==> src/rtl/imm_gen_pipe_pkg.sv <==
// Shared format codes, opcode constants and the opcode-to-format decode used by the immediate generator.
package imm_gen_pipe_pkg;

  localparam int unsigned INST_W  = 32;
  localparam int unsigned FMT_W   = 3;
  localparam int unsigned XLEN_32 = 32;
  localparam int unsigned XLEN_64 = 64;

  typedef enum logic [FMT_W-1:0] {
    FMT_NONE = 3'd0,
    FMT_I    = 3'd1,
    FMT_S    = 3'd2,
    FMT_B    = 3'd3,
    FMT_U    = 3'd4,
    FMT_J    = 3'd5,
    FMT_SH   = 3'd6
  } imm_fmt_e;

  localparam logic [6:0] OPC_LUI    = 7'b0110111;
  localparam logic [6:0] OPC_AUIPC  = 7'b0010111;
  localparam logic [6:0] OPC_JAL    = 7'b1101111;
  localparam logic [6:0] OPC_JALR   = 7'b1100111;
  localparam logic [6:0] OPC_LOAD   = 7'b0000011;
  localparam logic [6:0] OPC_SYSTEM = 7'b1110011;
  localparam logic [6:0] OPC_STORE  = 7'b0100011;
  localparam logic [6:0] OPC_BRANCH = 7'b1100011;
  localparam logic [6:0] OPC_OP_IMM = 7'b0010011;

  localparam logic [2:0] F3_SLLI = 3'b001;
  localparam logic [2:0] F3_SRXI = 3'b101;

  // Select the immediate format from opcode and, for OP-IMM, funct3 (shifts carry a shamt).
  function automatic imm_fmt_e fmt_of(input logic [INST_W-1:0] inst);
    imm_fmt_e fmt;
    fmt = FMT_NONE;
    case (inst[6:0])
      OPC_LUI, OPC_AUIPC:              fmt = FMT_U;
      OPC_JAL:                         fmt = FMT_J;
      OPC_JALR, OPC_LOAD, OPC_SYSTEM:  fmt = FMT_I;
      OPC_STORE:                       fmt = FMT_S;
      OPC_BRANCH:                      fmt = FMT_B;
      OPC_OP_IMM: begin
        if ((inst[14:12] == F3_SLLI) || (inst[14:12] == F3_SRXI)) fmt = FMT_SH;
        else                                                      fmt = FMT_I;
      end
      default:                         fmt = FMT_NONE;
    endcase
    return fmt;
  endfunction

endpackage

==> src/rtl/imm_gen_pipe_decode.sv <==
// Combinational single-lane immediate decoder: instruction word in, XLEN immediate and format code out.
module imm_decode_lane
  import imm_gen_pipe_pkg::*;
#(
  parameter int unsigned XLEN = 32
) (
  input  logic [INST_W-1:0] i_inst,
  input  logic              i_vld,
  output logic [XLEN-1:0]   o_imm_c,
  output logic [FMT_W-1:0]  o_type_c
);

  imm_fmt_e           w_fmt;
  logic signed [31:0] w_imm32;
  logic [5:0]         w_shamt;

  // Decode format, build the 32-bit signed immediate, then widen (sign for most, zero for shamt).
  always_comb begin
    w_fmt   = FMT_NONE;
    w_imm32 = '0;
    w_shamt = '0;
    if (i_vld) w_fmt = fmt_of(i_inst);
    case (w_fmt)
      FMT_I:   w_imm32 = {{20{i_inst[31]}}, i_inst[31:20]};
      FMT_S:   w_imm32 = {{20{i_inst[31]}}, i_inst[31:25], i_inst[11:7]};
      FMT_B:   w_imm32 = {{19{i_inst[31]}}, i_inst[31], i_inst[7], i_inst[30:25],
                          i_inst[11:8], 1'b0};
      FMT_U:   w_imm32 = {i_inst[31:12], 12'h000};
      FMT_J:   w_imm32 = {{11{i_inst[31]}}, i_inst[31], i_inst[19:12], i_inst[20],
                          i_inst[30:21], 1'b0};
      default: w_imm32 = '0;
    endcase
    if (XLEN == XLEN_64) w_shamt = i_inst[25:20];
    else                 w_shamt = {1'b0, i_inst[24:20]};
    o_type_c = w_fmt;
    if (w_fmt == FMT_SH) o_imm_c = XLEN'(w_shamt);
    else                 o_imm_c = XLEN'(w_imm32);
  end

endmodule

==> src/rtl/imm_gen_pipe.sv <==
// Multi-lane immediate generator with a registered output stage and a one-entry skid buffer.
module imm_gen_pipe
  import imm_gen_pipe_pkg::*;
#(
  parameter int unsigned LANES = 2,
  parameter int unsigned XLEN  = 32
) (
  input  logic                     clk,
  input  logic                     reset,
  input  logic                     flush,
  input  logic                     in_valid,
  output logic                     in_ready,
  input  logic [LANES*INST_W-1:0]  in_inst,
  input  logic [LANES-1:0]         in_lane_vld,
  output logic                     out_valid,
  input  logic                     out_ready,
  output logic [LANES*XLEN-1:0]    out_imm,
  output logic [LANES*FMT_W-1:0]   out_type,
  output logic [LANES-1:0]         out_lane_vld
);

  localparam int unsigned IMM_W = LANES * XLEN;
  localparam int unsigned TYP_W = LANES * FMT_W;

  logic [IMM_W-1:0] w_imm;
  logic [TYP_W-1:0] w_type;

  logic             r_out_valid;
  logic [IMM_W-1:0] r_out_imm;
  logic [TYP_W-1:0] r_out_type;
  logic [LANES-1:0] r_out_lvld;
  logic             r_skid_full;
  logic [IMM_W-1:0] r_skid_imm;
  logic [TYP_W-1:0] r_skid_type;
  logic [LANES-1:0] r_skid_lvld;
  logic             r_in_ready;

  logic w_accept;
  logic w_out_free;
  logic w_out_valid_nxt;
  logic w_skid_full_nxt;
  logic w_load_out;
  logic w_out_from_skid;
  logic w_load_skid;

  // One combinational decoder per lane.
  for (genvar k = 0; k < LANES; k++) begin : g_lane
    imm_decode_lane #(.XLEN(XLEN)) u_dec (
      .i_inst   (in_inst[k*INST_W +: INST_W]),
      .i_vld    (in_lane_vld[k]),
      .o_imm_c  (w_imm[k*XLEN +: XLEN]),
      .o_type_c (w_type[k*FMT_W +: FMT_W])
    );
  end

  // Occupancy and load-enable decisions; flush overrides any accept or drain.
  always_comb begin
    w_accept        = in_valid & r_in_ready;
    w_out_free      = ~r_out_valid | out_ready;
    w_out_valid_nxt = r_out_valid;
    w_skid_full_nxt = r_skid_full;
    w_load_out      = 1'b0;
    w_out_from_skid = 1'b0;
    w_load_skid     = 1'b0;
    if (flush) begin
      w_out_valid_nxt = 1'b0;
      w_skid_full_nxt = 1'b0;
    end else if (w_out_free) begin
      if (r_skid_full) begin
        w_load_out      = 1'b1;
        w_out_from_skid = 1'b1;
        w_out_valid_nxt = 1'b1;
        w_load_skid     = w_accept;
        w_skid_full_nxt = w_accept;
      end else begin
        w_load_out      = w_accept;
        w_out_valid_nxt = w_accept;
      end
    end else if (w_accept) begin
      w_load_skid     = 1'b1;
      w_skid_full_nxt = 1'b1;
    end
  end

  // Handshake state; in_ready is registered so it never depends on out_ready in the same cycle.
  always_ff @(posedge clk or posedge reset) begin
    if (reset) begin
      r_out_valid <= 1'b0;
      r_skid_full <= 1'b0;
      r_in_ready  <= 1'b1;
    end else begin
      r_out_valid <= w_out_valid_nxt;
      r_skid_full <= w_skid_full_nxt;
      r_in_ready  <= ~w_skid_full_nxt;
    end
  end

  // Output payload register; loads either the skid entry or the freshly decoded bundle.
  always_ff @(posedge clk or posedge reset) begin
    if (reset) begin
      r_out_imm  <= '0;
      r_out_type <= '0;
      r_out_lvld <= '0;
    end else if (w_load_out) begin
      if (w_out_from_skid) begin
        r_out_imm  <= r_skid_imm;
        r_out_type <= r_skid_type;
        r_out_lvld <= r_skid_lvld;
      end else begin
        r_out_imm  <= w_imm;
        r_out_type <= w_type;
        r_out_lvld <= in_lane_vld;
      end
    end
  end

  // Skid payload register; captures a bundle accepted while the output register is held.
  always_ff @(posedge clk or posedge reset) begin
    if (reset) begin
      r_skid_imm  <= '0;
      r_skid_type <= '0;
      r_skid_lvld <= '0;
    end else if (w_load_skid) begin
      r_skid_imm  <= w_imm;
      r_skid_type <= w_type;
      r_skid_lvld <= in_lane_vld;
    end
  end

  assign in_ready     = r_in_ready;
  assign out_valid    = r_out_valid;
  assign out_imm      = r_out_imm;
  assign out_type     = r_out_type;
  assign out_lane_vld = r_out_lvld;

endmodule

==> config.mk <==
export PLATFORM = sky130hd
export DESIGN_NAME = imm_gen_pipe
export DESIGN_NICKNAME = d
export VERILOG_FILES = /design/src/rtl/imm_gen_pipe_pkg.sv /design/src/rtl/imm_gen_pipe_decode.sv /design/src/rtl/imm_gen_pipe.sv
export SDC_FILE = /design/constraint.sdc
export NUM_CORES = 1
export LEC_CHECK = 0
export ABC_AREA = 0
export ABC_CLOCK_PERIOD_IN_PS = 5000
export BUFFER_PORTS_ARGS = -buffer_cell sky130_fd_sc_hd__buf_2
export CAP_MARGIN = 10
export CORE_ASPECT_RATIO = 0.75
export CORE_MARGIN = 2
export CORE_UTILIZATION = 40
export CTS_CLUSTER_DIAMETER = 150
export CTS_CLUSTER_SIZE = 28
export DETAILED_ROUTE_END_ITERATION = 10
export GPL_TIMING_DRIVEN = 0
export PLACE_DENSITY = 0.73
export SLEW_MARGIN = 20
export SYNTH_ARGS = -nofsm -noshare
export SYNTH_HDL_FRONTEND = slang
export SYNTH_SLANG_ARGS = --single-unit
==> constraint.sdc <==
create_clock -name clk -period 5 [get_ports clk]
set_clock_uncertainty 0.1 [all_clocks]
set_input_delay 0.5 -clock clk [delete_from_list [all_inputs] [get_ports clk]]
set_output_delay 0.5 -clock clk [all_outputs]
set_load 0.01 [all_outputs]
Word-level counts from Yosys, hierarchy flattened
Cells that the tools add are included.

Reductions and logical operators: 7. Bitwise gates (word level): 4. Equal/unequal tests: 34. Mux-type cells: 28.

Operator list (number): case mux 32 bit (5 select lines) (2); 2-to-1 mux 32 bit (2); 2-to-1 mux 64 bit (1); == test 7 bit, second input constant (8); case mux 3 bit (6 select lines) (2); == test 7 x 5 -> 1 bit, second input constant (4); == test 7 x 6 -> 1 bit, second input constant (4); == test 3 bit, second input constant (8); 2-to-1 mux 1 bit (15); == test 7 x 2 -> 1 bit, second input constant (2); == test 3 x 1 -> 1 bit, second input constant (4); == test 3 x 2 -> 1 bit, second input constant (4); 2-to-1 mux 3 bit (4); 2-to-1 mux 6 bit (1); OR reduction 3 bit (2); OR reduction 2 bit (2); logical OR 1 bit (2); 2-to-1 mux 2 bit (1); NOT 1 bit (2); nonzero test 2 bit (1); bitwise AND 1 bit (1); bitwise OR 1 bit (1).

Bits of input ports: 71. Logic and storage cells: 82. Output and inout bits: 74. Register bits: 147.

Longest topological paths before layout
Gate-level depths: netlist of the first run.

Depth after elaboration: 9. Depth in mapped cells: 8. Gate-level depth less buffers: 6.

Modules after synthesis
From an unflattened synthesis of the first run, not the netlist that was laid out.

Cell total of the unflattened synthesis: 727. Area total of the unflattened synthesis: 7474.7 µm².

By module, submodules not included: imm_gen_pipe (area an instance 6251.0 µm², sequential area each 3679.8 µm², cells an instance 553, instances 1); imm_decode_lane (area an instance 611.8 µm², sequential area each 0.0 µm², cells an instance 87, instances 2).

Worst setup path before layout of the first run
OpenSTA, ideal clock, no wires.

Path type: input -> register. Start: input in_inst[35]. End: register r_skid_imm[54]. Slack: 2.876 ns. Data required time: 4.823 ns. Arrival time: 1.947 ns. Buffers on the path: 1. Stages: 7. Setup time: 0.077 ns. Cells stage by stage: or2_2 > a2111oi_4 > o21ai_1 > o21ai_2 > a31oi_1 > buf_2 > a21oi_1.

Word-level cells in the longest chain between the ends: 7. Elaborated cells on any way between the ends: 21. Those cells by class: eq/ne: 15; mux: 4; reduce/logical: 2.

RTL lines: from (decl) (RTL line imm_gen_pipe.sv:13) `input logic [LANES*INST_W-1:0] in_inst,`; == test 7 bit (tied with other cells) (RTL line imm_gen_pipe_pkg.sv:36) `case (inst[6:0])`; OR reduction 3 bit or OR reduction 2 bit (tied branches) (RTL line imm_gen_pipe_pkg.sv:36); case mux 3 bit (6 select lines) (*) (RTL line imm_gen_pipe_pkg.sv:36); 2-to-1 mux 3 bit (*) (RTL line imm_gen_pipe_decode.sv:22) `if (i_vld) w_fmt = fmt_of(i_inst);`; == test 3 bit (tied with other cells) (RTL line imm_gen_pipe_decode.sv:23) `case (w_fmt)`; case mux 32 bit (5 select lines) (RTL line imm_gen_pipe_decode.sv:23); 2-to-1 mux 32 bit (*) (RTL line imm_gen_pipe_decode.sv:36) `if (w_fmt == FMT_SH) o_imm_c = XLEN'(w_shamt);`; to (signal assigned) (RTL line imm_gen_pipe.sv:124) `r_skid_imm <= w_imm;`; to (decl) (RTL line imm_gen_pipe.sv:33) `logic [IMM_W-1:0] r_skid_imm;`.

Mark *: on every way between the ends. The rest lies on a longest branch, timed or not. A chain may end at the register's enable or synchronous reset.

Final worst setup path of the first run
Start: register r_out_valid (netlist: out_valid). End: register r_out_imm[39] (netlist: out_imm[39]).

Word-level cells in the longest chain between the ends: 5. Elaborated cells on any way between the ends: 7. Those cells by class: mux: 5; bitwise: 2.

RTL lines: from (decl) (RTL line imm_gen_pipe.sv:28) `logic r_out_valid;`; from (signal assigned) (RTL line imm_gen_pipe.sv:92) `r_out_valid <= w_out_valid_nxt;`; NOT 1 bit (*) (RTL line imm_gen_pipe.sv:59) `w_out_free = ~r_out_valid | out_ready;`; bitwise OR 1 bit (*) (RTL line imm_gen_pipe.sv:59); 2-to-1 mux 1 bit (RTL line imm_gen_pipe.sv:68) `end else if (w_out_free) begin`; 2-to-1 mux 1 bit (RTL line imm_gen_pipe.sv:65) `if (flush) begin`; 2-to-1 mux 64 bit (RTL line imm_gen_pipe.sv:105) `if (w_out_from_skid) begin`; to (signal assigned) (RTL line imm_gen_pipe.sv:106) `r_out_imm <= r_skid_imm;`; to (signal assigned) (RTL line imm_gen_pipe.sv:110) `r_out_imm <= w_imm;`; to (decl) (RTL line imm_gen_pipe.sv:29) `logic [IMM_W-1:0] r_out_imm;`.

Marked as above.

==> results of run 1 <==
registers in the layout, summed over array words and instances (netlist names):
name          count
r_skid_type       6
in_ready          1
r_skid_full       1
out_imm          64
out_type          6
r_skid_imm       64
out_lane_vld      2
r_skid_lvld       2
out_valid         1
cells in the final DEF (no fill, tap or decap), types with 3 or more instances in the layout:
master | Yosys | final
o31ai_1 | 3 | 3
clkinvlp_4 | 0 | 3
a22oi_1 | 12 | 12
o2111ai_1 | 3 | 3
o21ai_0 | 90 | 90
nor2b_1 | 4 | 4
nand2b_1 | 5 | 5
nand2_1 | 90 | 90
clkbuf_1 | 41 | 42
or3_1 | 48 | 48
o22ai_1 | 10 | 10
nand3_1 | 13 | 13
o211ai_1 | 6 | 6
dfrtp_1 | 146 | 146
inv_6 | 0 | 4
clkbuf_16 | 0 | 17
buf_2 | 5 | 148
a21oi_2 | 6 | 6
a22o_1 | 13 | 13
clkinv_4 | 0 | 3
nor2_1 | 66 | 66
nor3_1 | 5 | 5
a21oi_1 | 90 | 90
a21o_1 | 3 | 3
and3_1 | 9 | 9
and2_1 | 4 | 4
inv_1 | 13 | 12
a31oi_1 | 14 | 14
mux2i_1 | 4 | 4
stage by stage:
| stage | TNS, ns | hold slack, ns |
|---|---|---|
| after floorplan | 0 | 0.343 |
| after global placement | -191.39 | 0.353 |
| after detailed placement | 0 | 0.366 |
| after CTS | 0 | 0.0236 |
| after global routing | 0 | 0.0467 |
| final | 0 | 0.000654 |
report_power, final:
group	switching [mW]	internal [mW]
clock	0.539	0.740
sequential	0.0982	1.38
combinational	0.314	0.204
area by class of cell:
cell class,count,area [sq um]
Tap cell,215,269
Timing Repair Buffer,144,743
Multi-Input combinational cell,535,2960
Clock inverter,14,154
Clock buffer,18,429
Inverter,13,56.3
Sequential cell,147,3680
Buffer,48,198
Fill cell,1552,8340
Antenna cell,1,2.50
cells in the mapped netlist (3+ instances only):
cell type  count  area, sq um
dfrtp_1      146         3650
a21oi_1       90          450
nand2_1       90          338
o21ai_0       90          450
nor2_1        66          248
or3_1         48          300
clkbuf_1      41          154
a31oi_1       14         87.6
a22o_1        13          114
inv_1         13         48.8
nand3_1       13         65.1
a22oi_1       12         90.1
o22ai_1       10         62.6
and3_1         9         56.3
a21oi_2        6         52.6
o211ai_1       6         45.0
buf_2          5         25.0
nand2b_1       5         31.3
nor3_1         5         25.0
and2_1         4         25.0
mux2i_1        4         40.0
nor2b_1        4         25.0
a21o_1         3         22.5
o2111ai_1      3         26.3
o31ai_1        3         22.5
logic make-up (layout without fill, tap and decap cells):
| group | after synthesis | in the layout | share of synthesized area, % |
|---|---|---|---|
| AO/OA/AOI/OAI | 266 | 266 | 23.4 |
| other | 0 | 1 | 0 |
| AND/OR/NAND/NOR | 264 | 264 | 18.9 |
| buffers and inverters | 61 | 237 | 3.58 |
| flip-flops | 147 | 147 | 53.4 |
| XOR/XNOR | 1 | 1 | 0.127 |
| multiplexers | 4 | 4 | 0.582 |
critical path, delay by kind of cell (launching register included):
kind	cells	cell delay, ns
AOI/OAI and AO/OA	2	0.31
buffers and inverters	3	1.46
DFF	1	0.38
and+or+nand+nor	2	0.48
metal layers:
layer | track usage, % | up-vias
met5 | 0 | -
met4 | 5.22 | 2
met3 | 7.33 | 23
met2 | 33.6 | 319
met1 | 35.8 | 3152
li1 | - | 2999
how the worst max path moves through the flow:
| stage | cells past startpoint | startpoint | end |
|---|---|---|---|
| floorplan | 1 | reset | out_imm[0]$_DFFE_PP0P_ |
| global placement | 2 | reset | out_imm[8]$_DFFE_PP0P_ |
| detailed placement | 8 | in_valid | out_imm[9]$_DFFE_PP0P_ |
| CTS | 7 | r_skid_full$_DFF_PP0_ | out_imm[9]$_DFFE_PP0P_ |
| global route | 7 | r_skid_full$_DFF_PP0_ | out_imm[40]$_DFFE_PP0P_ |
| finish | 7 | out_valid$_DFFE_PP0P_ | out_imm[39]$_DFFE_PP0P_ |
==> run_results.csv, run 1 <==
group,metric,value,unit
power,p_leak,3.78,nW
route,wl_met1,9780,microns
synth,async_flop_share,100,%
critical_path,rrSetupSlack,2.20,ns
timing,fin_crit,2.80,ns
timing,tightest_slew,0.785,ns
floorplanning,die_area,18300,sq um
final_layout,post-route-cell-area,8490,sq um
grt,grt_usage,23.8,%
synth,syn_area_per_cell,9.27,sq um
floorplanning,die_h,118,microns
final_layout,area_delta_synth_final,23.3,%
timing,fmax,357,MHz
grt,overflow,0,
route,dr_wl_met2,9190,microns
clocking,clk_pin_slew,0.07,ns
critical_path,crit_chain,"nor2b_1, or3_1, clkbuf_1, clkbuf_1, clkbuf_1, a22oi_1, o21ai_0",
clocking,cts.sinks,147,
synth,syn-num-nets,814,
timing,drv_slew,0,
critical_path,crit_fanout,10,
critical_path,reg2regPathDepth,7,
critical_path,crit_arrival,3.05,ns
placed_design,place_inst,1102,
floorplanning,coreArea,16800,sq um
critical_path,reg2reg_from,"out_valid$_DFFE_PP0P_",
timing,setup_viol,0,
synth,syn_area,6890,sq um
synth,synth_cells,743,
clocking,cts_hold_buf,0,
synth,synth_flop_cell,"dfrtp_1",
floorplanning,pin_count,145,
critical_path,cp_common_cell,"clkbuf_1",
placed_design,dpl_cell_area,7910,sq um
clocking,postCtsSetupRepairBufs,0,
synth,ys_seq_elements,147,
grt,grt_pass1_wl,34100,microns
final_layout,drive_above_1_share,22.1,%
min_path,holdCritPathClass,"input port to async pin",
timing,post-route-period-util,56.0,%
route,via_per_inst,5.72,
critical_path,cpPeakStageDelay,0.61,ns
route,final_antenna_net_count,0,
placed_design,dpl.hpwl,15300,microns
timing,timing.final.ws_setup,2.20,ns
placed_design,dp_worst_setup_slack,2.07,ns
critical_path,critPathSlowestCell,"clkbuf_1",
floorplanning,initial_core_util,40.9,%
critical_path,startpoint_type,"flop",
route,drtPass1Iterations,5,
final_layout,instances_no_fill,1135,
clocking,cts_tree,"built",
clocking,htree_levels,4,
timing,relSlewSlack,47.3,%
synth,ys_types,57,
clocking,clock_latency,0.43,ns
critical_path,required,5.26,ns
route,wl_per_cell,18.7,microns
final_layout,nNetsFinal,977,
placed_design,port_buffers,143,
final_layout,final_util,50.5,%
clocking,cts_buffers,17,
floorplanning,die_w,155,microns
synth,yosysWarnings,0,
grt,grt_max_degree,86,
route,drt_wl_total,21300,microns
power,ir_drop,0.212,mV
power,p_per_area,386,nW/um^2
run,max_cap_violations,0,
timing,hold_viol,0,
synth,synth_edf_count,0,
placed_design,gp_congestion,0.878,
critical_path,timing.rr.end,"out_imm[39]$_DFFE_PP0P_",
timing,rsz0062_at_grt,"no",
route,vias,6495,
grt,grt_pass1_vias,6156,
run_status,outcome,"completed",
synth,seq_area_frac_synth,53.4,%
route,wl_met3,2050,microns
grt,antenna_found_initial,2,
critical_path,endpoint_kind,"flop",
clocking,cts-root-buf,"clkbuf_16",
clocking,cts_resized,0,
critical_path,worstSetupPathType,"flop to flop",
clocking,clockBufferDepth,2,
route,drt_iter0_drc,531,
route,top_layer,"met5",
route,drc,0,
power,power.total,3.28,mW
floorplanning,fp-row-count,41,
(Power assumes the default switching activity.)
==> run 2: changes to the inputs <==
ABC_CLOCK_PERIOD_IN_PS = 2900   (was 5000)
clock period = 2.9 ns   (was 5 ns; I/O delays follow)
==> run 2 against run 1 <==
Net effect: combinational power increased by 75%; first-iteration DRC count up 7.5%; sequential power grew 72%; count of clock-buffer cells in the layout unchanged; die area unchanged; critical path type is now input port to flop; sequential cell count is the same; core utilization up 0.42 points; routed wire length decreased by 0.86%; via count is 1.0% lower; clock power up 59%.
==> run_results.csv, run 2 (synthesis results as in run 1) <==
group,metric,value,unit
run_status,outcome,"completed",
grt,grt_usage,23.8,%
floorplanning,die_w,155,microns
clocking,cts-root-buf,"clkbuf_16",
critical_path,cpPeakStageDelay,0.54,ns
timing,fin_crit,2.70,ns
power,seqPwrFrac,46.4,%
power,p_leak,3.81,nW
critical_path,crit_chain,"dlygate4sd3_1, buf_2, nand2b_1, clkbuf_1, clkbuf_1, nand4_1, o22ai_1",
timing,setup_viol,0,
route,drtPass1Iterations,5,
final_layout,area_delta_synth_final,24.4,%
clocking,htree_levels,4,
final_layout,final_common_cell,"buf_2",
floorplanning,die_h,118,microns
critical_path,rrSetupSlack,0.23,ns
route,wl_per_cell,18.5,microns
power,combPwrFrac,16.5,%
min_path,whs_endpoint,"out_imm[51]$_DFFE_PP0P_",
final_layout,post-route-cell-area,8560,sq um
final_layout,drive_above_1_share,22.7,%
critical_path,worstSetupPathType,"input port to flop",
grt,grt_pass1_vias,6273,
grt,antenna_found_initial,0,
timing,post-route-period-util,93.1,%
clocking,cts_tree,"built",
critical_path,endpoint_kind,"flop",
grt,grt_pass1_wl,34100,microns
grt,overflow,0,
min_path,hold_depth,3,
placed_design,port_buffers,143,
clocking,clock_latency,0.43,ns
critical_path,crit_arrival,2.93,ns
critical_path,required,3.13,ns
critical_path,critPathSlowestCell,"dlygate4sd3_1",
critical_path,cp_common_cell,"clkbuf_1",
route,vias,6430,
timing,hold_viol,0,
floorplanning,pin_count,145,
route,drt_iter0_drc,571,
run,max_cap_violations,0,
floorplanning,die_area,18300,sq um
min_path,worstHoldStart,"in_inst[51]",
timing,relSlewSlack,45.8,%
critical_path,reg2reg_from,"in_ready$_DFF_PP1_",
critical_path,reg2regPathDepth,6,
route,final_antenna_net_count,0,
route,via_per_inst,5.64,
clocking,cts.sinks,147,
timing,tightest_slew,0.809,ns
power,ir_drop,0.346,mV
final_layout,fillCellCount,1642,
power,p_per_area,642,nW/um^2
power,clkPwrFrac,37.1,%
placed_design,gp_congestion,0.878,
floorplanning,coreArea,16800,sq um
timing,tns,0,ns
final_layout,nNetsFinal,984,
critical_path,timing.rr.end,"out_imm[11]$_DFFE_PP0P_",
critical_path,startpoint_type,"input port",
final_layout,antenna_cells,0,
power,p_switching,1.63,mW
timing,rsz0062_at_grt,"no",
min_path,holdCritPathClass,"input port to flop",
route,drc,0,
clocking,clk_pin_slew,0.06,ns
placed_design,dpl.hpwl,15600,microns
power,power.total,5.50,mW
clocking,postCtsSetupRepairBufs,0,
grt,grt_max_degree,33,
power,p_sw_share,29.6,%
floorplanning,fp-row-count,41,
critical_path,crit_fanout,10,
power,internal_power,3.87,mW
route,drt_wl_total,21100,microns
floorplanning,initial_core_util,40.9,%
clocking,cts_buffers,17,
timing,drv_slew,0,
clocking,clockBufferDepth,2,
timing,fmax,370,MHz
placed_design,dpl_cell_area,7980,sq um
final_layout,final_cell_mix,"buf_2, dfrtp_1, a21oi_1, nand2_1, o21ai_0",
==> run 2: changes by cell type in the layout (fill, tap and decap cells not counted), sizes merged <==
cell,delta
dlygate4sd3,+3
bufinv,-2
inv,-2
diode,-1
clkinv,+1
clkinvlp,+3
buf,+4
==> run 2: power by group through the flow <==
stage	Clock, mW	Combinational, mW	Sequential, mW
2_1_floorplan	0	0.449	2.62
3_3_place_gp	0	0.863	2.57
3_5_place_dp	0	0.906	2.58
4_1_cts	2.06	0.914	2.55
5_1_grt	2.15	1.02	2.59
6_report	2.04	0.908	2.55
==> run 2: per-layer routing <==
metal | track usage [%] | vias to the layer above | wire length (microns)
met5 | 0 | - | 0
met4 | 6.59 | 0 | 301
met3 | 6.37 | 31 | 1590
met2 | 33.4 | 256 | 8910
met1 | 36.2 | 3134 | 10300
li1 | - | 3009 | -
==> run 2: how the worst max path moves through the flow <==
stage | startpoint | end | slack (ns) | depth (start not counted)
2_1_floorplan | reset | out_imm[0]$_DFFE_PP0P_ | 0.66 | 1
3_3_place_gp | reset | out_imm[50]$_DFFE_PP0P_ | -0.29 | 2
3_5_place_dp | out_ready | r_skid_imm[18]$_DFFE_PP0P_ | 0.15 | 7
4_1_cts | out_valid$_DFFE_PP0P_ | r_skid_imm[18]$_DFFE_PP0P_ | 0.14 | 6
5_1_grt | flush | out_imm[9]$_DFFE_PP0P_ | 0.02 | 7
6_report | flush | out_imm[9]$_DFFE_PP0P_ | 0.20 | 7
==> run 2: cell type report <==
type | instances | area, sq um | share of cell area [%]
Tap cell | 215 | 269 | 3.14
Clock buffer | 18 | 439 | 5.13
Sequential cell | 147 | 3680 | 43.0
Timing Repair Buffer | 151 | 853 | 9.97
Multi-Input combinational cell | 535 | 2960 | 34.6
Buffer | 48 | 199 | 2.32
Clock inverter | 14 | 105 | 1.23
Inverter | 13 | 52.6 | 0.614
==> run 2: repair_timing <==
action | 4_1_cts | 5_1_grt
hold buffers | 3 | 0
endpoints found under the setup margin | 0 | 12
gates resized for setup | 0 | 3
endpoints found under the hold margin | 13 | 0
==> run 2: per-stage QoR <==
step	cells	setup WS [ns]	hold WS (ns)	utilization, %
4_1_cts	1141	0.143	0.00620	50.8
3_5_place_dp	1106	0.154	0.214	47.4
3_3_place_gp	1101	-0.290	0.356	46.8
2_1_floorplan	743	0.664	0.253	-
5_1_grt	1141	0.0214	0.0250	50.9
6_report	1141	0.201	0.0195	50.9
==> run 2: critical path: cells and delay by family <==
kind | cells | cell delay, ns
compound gates | 1 | 0.33
buf+inv | 4 | 1.60
simple gates | 2 | 0.70
